`src/rtl/pwm4_pkg.sv`:
```
// Shared constants and types for the 4-bit PWM compare block.
package pwm4_pkg;

  // Default upstream count width and wrap-counter width.
  localparam int WIDTH_DEFAULT = 4;
  localparam int NWRAP_DEFAULT = 8;

  // Duty value at the default width.
  typedef logic [WIDTH_DEFAULT-1:0] duty_t;

  // A wrap is a terminal-count carry seen while generation is enabled.
  function automatic logic is_wrap(input logic en, input logic cout);
    return en & cout;
  endfunction

endpackage

```
`src/rtl/pwm4_duty_buf.sv`:
```
// One-entry pending buffer for duty values waiting for a period boundary.
// ready depends only on the full flag, never on the producer's valid.
import pwm4_pkg::*;

module pwm4_duty_buf #(
  parameter int WIDTH = WIDTH_DEFAULT
) (
  input  logic             clk,
  input  logic             rst_n,
  input  logic             push,
  input  logic             pop,
  input  logic [WIDTH-1:0] data,
  output logic [WIDTH-1:0] q,
  output logic             full,
  output logic             ready
);

  // Capture on push into an empty slot, release on pop; reset discards content.
  always_ff @(posedge clk or negedge rst_n) begin
    if (!rst_n) begin
      q    <= '0;
      full <= 1'b0;
    end else if (push && !full) begin
      q    <= data;
      full <= 1'b1;
    end else if (pop) begin
      full <= 1'b0;
    end
  end

  assign ready = ~full;

endmodule

```
`src/rtl/pwm4_compare.sv`:
```
// PWM generator comparing an upstream count against the active duty value.
// Duty updates are taken through a valid/ready port and only become active
// at a wrap (terminal count while enabled), so every change lands on a
// period boundary.
//
// Handshake: a transfer happens on a rising edge where duty_valid and
// duty_ready are both 1; duty_data is ignored on every other edge. The
// producer may drop or change duty_valid/duty_data freely; offering a value
// while duty_ready is low sets the sticky late flag.
import pwm4_pkg::*;

module pwm4_compare #(
  parameter int WIDTH = WIDTH_DEFAULT,
  parameter int NWRAP = NWRAP_DEFAULT
) (
  input  logic             clk,
  input  logic             rst_n,
  input  logic             en,
  input  logic [WIDTH-1:0] cnt,
  input  logic             cout,
  input  logic [WIDTH-1:0] duty_data,
  input  logic             duty_valid,
  output logic             duty_ready,
  output logic             pwm,
  output logic [WIDTH-1:0] duty_act,
  output logic             wrap_pulse,
  output logic [NWRAP-1:0] wraps,
  output logic             late
);

  logic             wrap;
  logic             hs;
  logic             buf_push;
  logic             buf_pop;
  logic             buf_full;
  logic [WIDTH-1:0] buf_q;

  assign wrap     = is_wrap(en, cout);
  assign hs       = duty_valid & duty_ready;
  // Off a wrap an accepted value waits in the buffer; on a wrap it goes
  // straight to the active register (the buffer is empty whenever hs is 1).
  assign buf_push = hs & ~wrap;
  assign buf_pop  = wrap & buf_full;

  pwm4_duty_buf #(
    .WIDTH(WIDTH)
  ) u_duty_buf (
    .clk   (clk),
    .rst_n (rst_n),
    .push  (buf_push),
    .pop   (buf_pop),
    .data  (duty_data),
    .q     (buf_q),
    .full  (buf_full),
    .ready (duty_ready)
  );

  // Active duty only moves at a wrap: pending value first, else a same-edge handshake.
  always_ff @(posedge clk or negedge rst_n) begin
    if (!rst_n) begin
      duty_act <= '0;
    end else if (wrap) begin
      if (buf_full) begin
        duty_act <= buf_q;
      end else if (hs) begin
        duty_act <= duty_data;
      end
    end
  end

  // Registered compare against the duty value in force before this edge's update.
  always_ff @(posedge clk or negedge rst_n) begin
    if (!rst_n) begin
      pwm <= 1'b0;
    end else begin
      pwm <= en & (cnt < duty_act);
    end
  end

  // Wrap count (modulo 2^NWRAP) and one-cycle wrap pulse.
  always_ff @(posedge clk or negedge rst_n) begin
    if (!rst_n) begin
      wraps      <= '0;
      wrap_pulse <= 1'b0;
    end else begin
      wrap_pulse <= wrap;
      if (wrap) begin
        wraps <= wraps + NWRAP'(1);
      end
    end
  end

  // Sticky flag: a value was offered while the pending slot was still occupied.
  always_ff @(posedge clk or negedge rst_n) begin
    if (!rst_n) begin
      late <= 1'b0;
    end else if (duty_valid && !duty_ready) begin
      late <= 1'b1;
    end
  end

endmodule

```
`config.mk`:
```
export PLATFORM = sky130hd
export DESIGN_NAME = pwm4_compare
export DESIGN_NICKNAME = d
export VERILOG_FILES = /design/src/rtl/pwm4_pkg.sv /design/src/rtl/pwm4_duty_buf.sv /design/src/rtl/pwm4_compare.sv
export SDC_FILE = /design/constraint.sdc
export NUM_CORES = 1
export LEC_CHECK = 0
export ABC_AREA = 0
export CAP_MARGIN = 20
export CORE_AREA = 2 2 51 53
export CTS_CLUSTER_SIZE = 16
export DETAILED_ROUTE_END_ITERATION = 6
export DIE_AREA = 0 0 53 55
export PLACE_DENSITY_LB_ADDON = 0.2
export REMOVE_ABC_BUFFERS = 1
export SYNTH_ARGS = -nofsm -noshare
export SYNTH_HDL_FRONTEND = slang
export SYNTH_SLANG_ARGS = --single-unit
```
`constraint.sdc`:
```
create_clock -name clk -period 1.32 [get_ports clk]
set_input_delay 0.132 -clock clk [delete_from_list [all_inputs] [get_ports clk]]
set_output_delay 0.132 -clock clk [all_outputs]
set_load 0.05 [all_outputs]
```
* Word-level counts from Yosys, hierarchy flattened
Index checks and enable logic that the tools add are counted.
Widths: inputs -> output; s select.
** Cells by class
- Add/sub/neg operators :: 1
- Magnitude comparators :: 1
- Mux-type cells :: 4
- Bitwise gates (word level) :: 7
- Reductions and logical operators :: 6
** Operators by type and width (number)
- $add 8x1->8 const B :: 1
- $mux 4 :: 2
- $and 1x1->1 :: 5
- $lt 4x4->1 :: 1
- $reduce_bool 2->1 :: 2
- $logic_and 1x1->1 :: 2
- $mux 1 :: 2
- $not 1->1 :: 2
- $reduce_and 2->1 :: 1
- $logic_not 1->1 :: 1
** Storage, ports and cells
- Flip-flop bits (word level) :: 20
- Input port bits :: 13
- Logic and storage cells :: 26

* Depth between registers and ports, before layout
- Depth in word-level cells :: 5
- Mapped depth :: 6

* Hierarchy
From an unflattened synthesis, not the netlist that was laid out.
** Unflattened totals
- Cells, all modules :: 79
- Area, all modules :: 923.4 sq um
** Modules (own cells, without submodules)
- pwm4_compare :: times used 1, cells an instance 67, area an instance 713.2 sq um, sequential area each 375.4 sq um
- pwm4_duty_buf :: times used 1, cells an instance 12, area an instance 210.2 sq um, sequential area each 125.1 sq um

* Worst setup path after synthesis
No wires, ideal clock.
- Path kind :: flip-flop to flip-flop
- From :: register duty_act[1]
- To :: register pwm
- Library setup time :: 0.077 ns
- Arrival time :: 1.395 ns
- Required time :: 1.243 ns
- Path slack :: -0.153 ns
- Cell stages (with the launch flop) :: 6
- Path buffers :: 0
- Clock period less this slack :: 1.473 ns
- Path through :: dfrtp_1 > inv_1 > ha_1 > a21o_1 > a21o_1 > a21oi_1
** Between the ends
- Word-level cells in the longest chain between the ends :: 2
** RTL lines
- start: declaration :: line pwm4_compare.sv:25 : output logic [WIDTH-1:0] duty_act,
- start signal: assignment :: line pwm4_compare.sv:64 : duty_act <= buf_q;
- start signal: assignment :: line pwm4_compare.sv:66 : duty_act <= duty_data;
- $lt 4x4->1 :: line pwm4_compare.sv:76 : pwm <= en & (cnt < duty_act);
- $and 1x1->1 :: line pwm4_compare.sv:76
- end signal: assignment :: line pwm4_compare.sv:76
- end: declaration :: line pwm4_compare.sv:24 : output logic pwm,
No other way between the ends.
A chain may end at the register's enable or synchronous reset.

* Worst setup path after layout
- From :: register u_duty_buf.full
- To :: output port duty_ready
** Between the ends
- Word-level cells in the longest chain between the ends :: 1
** RTL lines
- start: declaration :: line pwm4_duty_buf.sv:14 : output logic full,
- start signal: assignment :: line pwm4_duty_buf.sv:22 : full <= 1'b0;
- start signal: assignment :: line pwm4_duty_buf.sv:25 : full <= 1'b1;
- start signal: assignment :: line pwm4_duty_buf.sv:27 : full <= 1'b0;
- $not 1->1 :: line pwm4_duty_buf.sv:31 : assign ready = ~full;
- end: declaration :: line pwm4_compare.sv:23 : output logic duty_ready,
No other way between the ends.

==> results.md <==
Status
* finished, final reports clean — run status

Clock tree
* 2 — maximum buffer depth of the clock tree
* 1 — CTS H-tree depth
* 110 ps — Clock transition at path regs
* 0 — Resized Gates After CTS
* 20 — clock sinks
* sky130_fd_sc_hd__clkbuf_4 — clock root buffer
* 3 — TritonCTS Buffers
* done — TritonCTS clock tree
* 0 — Post-CTS Hold Fix Bufs
* 0 — post-CTS setup buffer count
* 300 ps — clock insertion delay at the later pin of the skew report

Logic synthesis
* 0.556 — fraction of post-synthesis cell area in the top cell type by area
* 901 um2 — Post-Syn Area
* 0 — Syn. warnings
* sky130_fd_sc_hd__dfrtp_1 — top cell type by total area after synthesis
* 81 — number of instances in the synthesized netlist
* 1.00 — fraction of synthesis flops using an asynchronous set or reset pin
* 26 — Distinct cells, synth
* sky130_fd_sc_hd__dfrtp_1 — most common cell in the synthesized netlist
* 20 — number of storage elements in the synthesis netlist
* 0 — number of enable flip-flop cells after synthesis
* sky130_fd_sc_hd__dfrtp_1 (56%), sky130_fd_sc_hd__ha_1 (5.6%), sky130_fd_sc_hd__mux2_2 (5.0%) — cell types with the largest area share after synthesis
* 0.556 — proportion of synthesized chip area in sequential cells
* 11.1 um2 — average cell area after synthesis
* sky130_fd_sc_hd__dfrtp_1 — Main synth FF type
* sky130_fd_sc_hd__dfrtp_1 (20), sky130_fd_sc_hd__nand2_1 (8), sky130_fd_sc_hd__o22ai_1 (5) — leading cell types by count after synthesis

Placed design
* 146 — placed cells
* 28 — number of I/O port buffers
* 0.814 — routability congestion estimate
* 1.50 mm — HPWL reported at the end of detailed placement
* 1430 um2 — Post-DP Area

Floorplan
* 53 um — die width
* 2920 um2 — die area
* 2360 um2 — core area
* 18 — Core Rows
* 29 — Boundary Pins
* 55 um — die span in y
* 0.381 — initial cell density of the core

STA
* 793 MHz — Fmax achieved
* 158 ps — Worst Hold Slack
* 0.955 — part of the cycle the worst path needs
* 3.88 ps — Layout Skew
* 0 — max-slew violation count
* 0 — setup violation total in the final timing report
* 252 ps — Worst Tran Pin Value
* 1260 ps — final period demand of the worst path
* 0 ps — Fin Setup TNS
* 0 — number of hold violations in the final report
* 0.832 — normalized max-slew margin
* no — unrepaired setup endpoints after global routing

GRT
* 0 — antenna violations before repair
* 21 — largest net degree at the start of global routing
* 822 — via count of the first global-routing pass
* 3.43 mm — wire length of the first global-routing pass
* 0.160 — GR Util All Layers
* 0 — global route total overflow

Drt
* 0 — detailed-route DRC error count
* 4 — TritonRoute pass-1 iters
* 0 — post-detailed-route count of antenna-violating nets
* 13.0 um — routed wirelength normalized by instance count
* 15 — 1st-iter DRT viols
* 1.95 mm — Routed WL
* 745 — routed via count
* 4.97 — via count normalized by instance count

Setup path
* reg2out — Crit Path Class
* primary output — kind of capture point of the worst setup path
* register — startpoint type of the worst setup path
* 5 — maximum fanout encountered on the critical timing path
* 1190 ps — data required time of the worst path
* 1130 ps — WP data arrival

Run
* 0 — maxcap violations

Finish
* 200 — count of filler cells inserted in the layout
* 0.300 — share of layout cells above drive strength 1
* 0.629 — final design utilization
* 0 — antenna diode count
* 1490 um2 — post-layout instance area
* 65.0% — layout-stage area growth over the synthesis result
* 150 — final standard cell count with taps included and fillers excluded
* 138 — Nets

Power
* 1850 nW/um2 — power per unit of standard cell area
* 1.44 mV — IR Drop Worst-Case VDD
* 0.689 nW — leak pwr

Hold path
* in2async — Hold Crit Class

==> worst paths after layout <==
kind                                       from  slack (ps)  depth (start not counted)               to
max in group asynchronous                 rst_n         960                          2         wraps[6]
worst max-delay path            u_duty_buf.full          60                          3       duty_ready
worst max register to register      duty_act[1]         130                          5              pwm
worst min register to register  u_duty_buf.q[0]         520                          1  u_duty_buf.q[0]
worst min-delay path                      rst_n         160                          2              pwm
min in group clk                   duty_data[3]         460                          2  u_duty_buf.q[3]
==> metal layers <==
metal,up-vias,routed length [um],track usage
met5,-,0,0
met4,0,24,0.0684
met3,4,111,0.0242
met2,26,1040,0.279
met1,357,777,0.197
li1,358,-,-
==> critical path, stage by stage (launching register included) <==
cell and delay (ps):
sky130_fd_sc_hd__dfrtp_1 450, sky130_fd_sc_hd__inv_1 100, sky130_fd_sc_hd__buf_4 150, sky130_fd_sc_hd__buf_12 140
==> flip-flops by register name (all words and copies together), names as in the netlist <==
register	count
duty_act	4
wraps	8
late	1
u_duty_buf.q	4
wrap_pulse	1
u_duty_buf.full	1
pwm	1
==> logic make-up after synthesis <==
| logic type | share of synthesized area |
|---|---|
| AOI/OAI and AO/OA | 0.111 |
| xor gates and xnor gates | 0.0583 |
| adders and majority gates | 0.0556 |
| buffers and inverters | 0.0347 |
| DFF | 0.556 |
| muxes | 0.0500 |
| and+or+nand+nor | 0.135 |
==> layout by cell type (no fill, tap or decap) <==
cell,instances
sky130_fd_sc_hd__clkbuf_4,3
sky130_fd_sc_hd__clkdlybuf4s50_1,12
sky130_fd_sc_hd__a21o_1,3
sky130_fd_sc_hd__nand2_2,1
sky130_fd_sc_hd__nand2b_1,1
sky130_fd_sc_hd__xor2_1,2
sky130_fd_sc_hd__nand4_2,1
sky130_fd_sc_hd__or2b_1,1
sky130_fd_sc_hd__nand3b_1,1
sky130_fd_sc_hd__ha_1,4
sky130_fd_sc_hd__inv_1,4
sky130_fd_sc_hd__o22ai_1,5
sky130_fd_sc_hd__nand3_1,2
sky130_fd_sc_hd__buf_4,9
sky130_fd_sc_hd__xnor2_1,4
sky130_fd_sc_hd__a31oi_1,1
sky130_fd_sc_hd__mux2_2,4
sky130_fd_sc_hd__nand4_1,2
sky130_fd_sc_hd__o21ai_0,4
sky130_fd_sc_hd__nor2_1,3
sky130_fd_sc_hd__buf_12,16
sky130_fd_sc_hd__or3_1,1
sky130_fd_sc_hd__nor3_1,1
sky130_fd_sc_hd__dfrtp_1,20
sky130_fd_sc_hd__nand2_1,8
sky130_fd_sc_hd__inv_2,1
sky130_fd_sc_hd__a21oi_1,4
sky130_fd_sc_hd__and2_1,1
sky130_fd_sc_hd__bufinv_16,1
==> cell type report <==
class / instances / area [um2] / share of cell area
sequential: 20 / 500 / 0.337
timing repair buffer: 37 / 508 / 0.342
tap: 30 / 37.5 / 0.0253
clock inverter: 1 / 30.0 / 0.0202
multi-input combinational: 54 / 369 / 0.248
inverter: 5 / 18.8 / 0.0126
clock buffer: 3 / 22.5 / 0.0152
==> report_power, final <==
group	leakage (nW)	internal [mW]	total [mW]	switching (mW)
Combinational	0.419	0.648	1.28	0.632
Sequential	0.242	0.757	0.981	0.224
Clock	0.0279	0.307	0.490	0.183
Total	0.689	1.71	2.75	1.04
==> metrics by stage <==
| step | power, mW | setup WS (ps) |
|---|---|---|
| 2_1_floorplan | 1.56 | -153 |
| 3_3_place_gp | 2.25 | -58.4 |
| 3_5_place_dp | 2.27 | -116 |
| 4_1_cts | 2.78 | 64.9 |
| 5_1_grt | 2.90 | 11.3 |
| 6_report | 2.75 | 59.1 |
No activity file was read; power rests on OpenSTA's default activity.
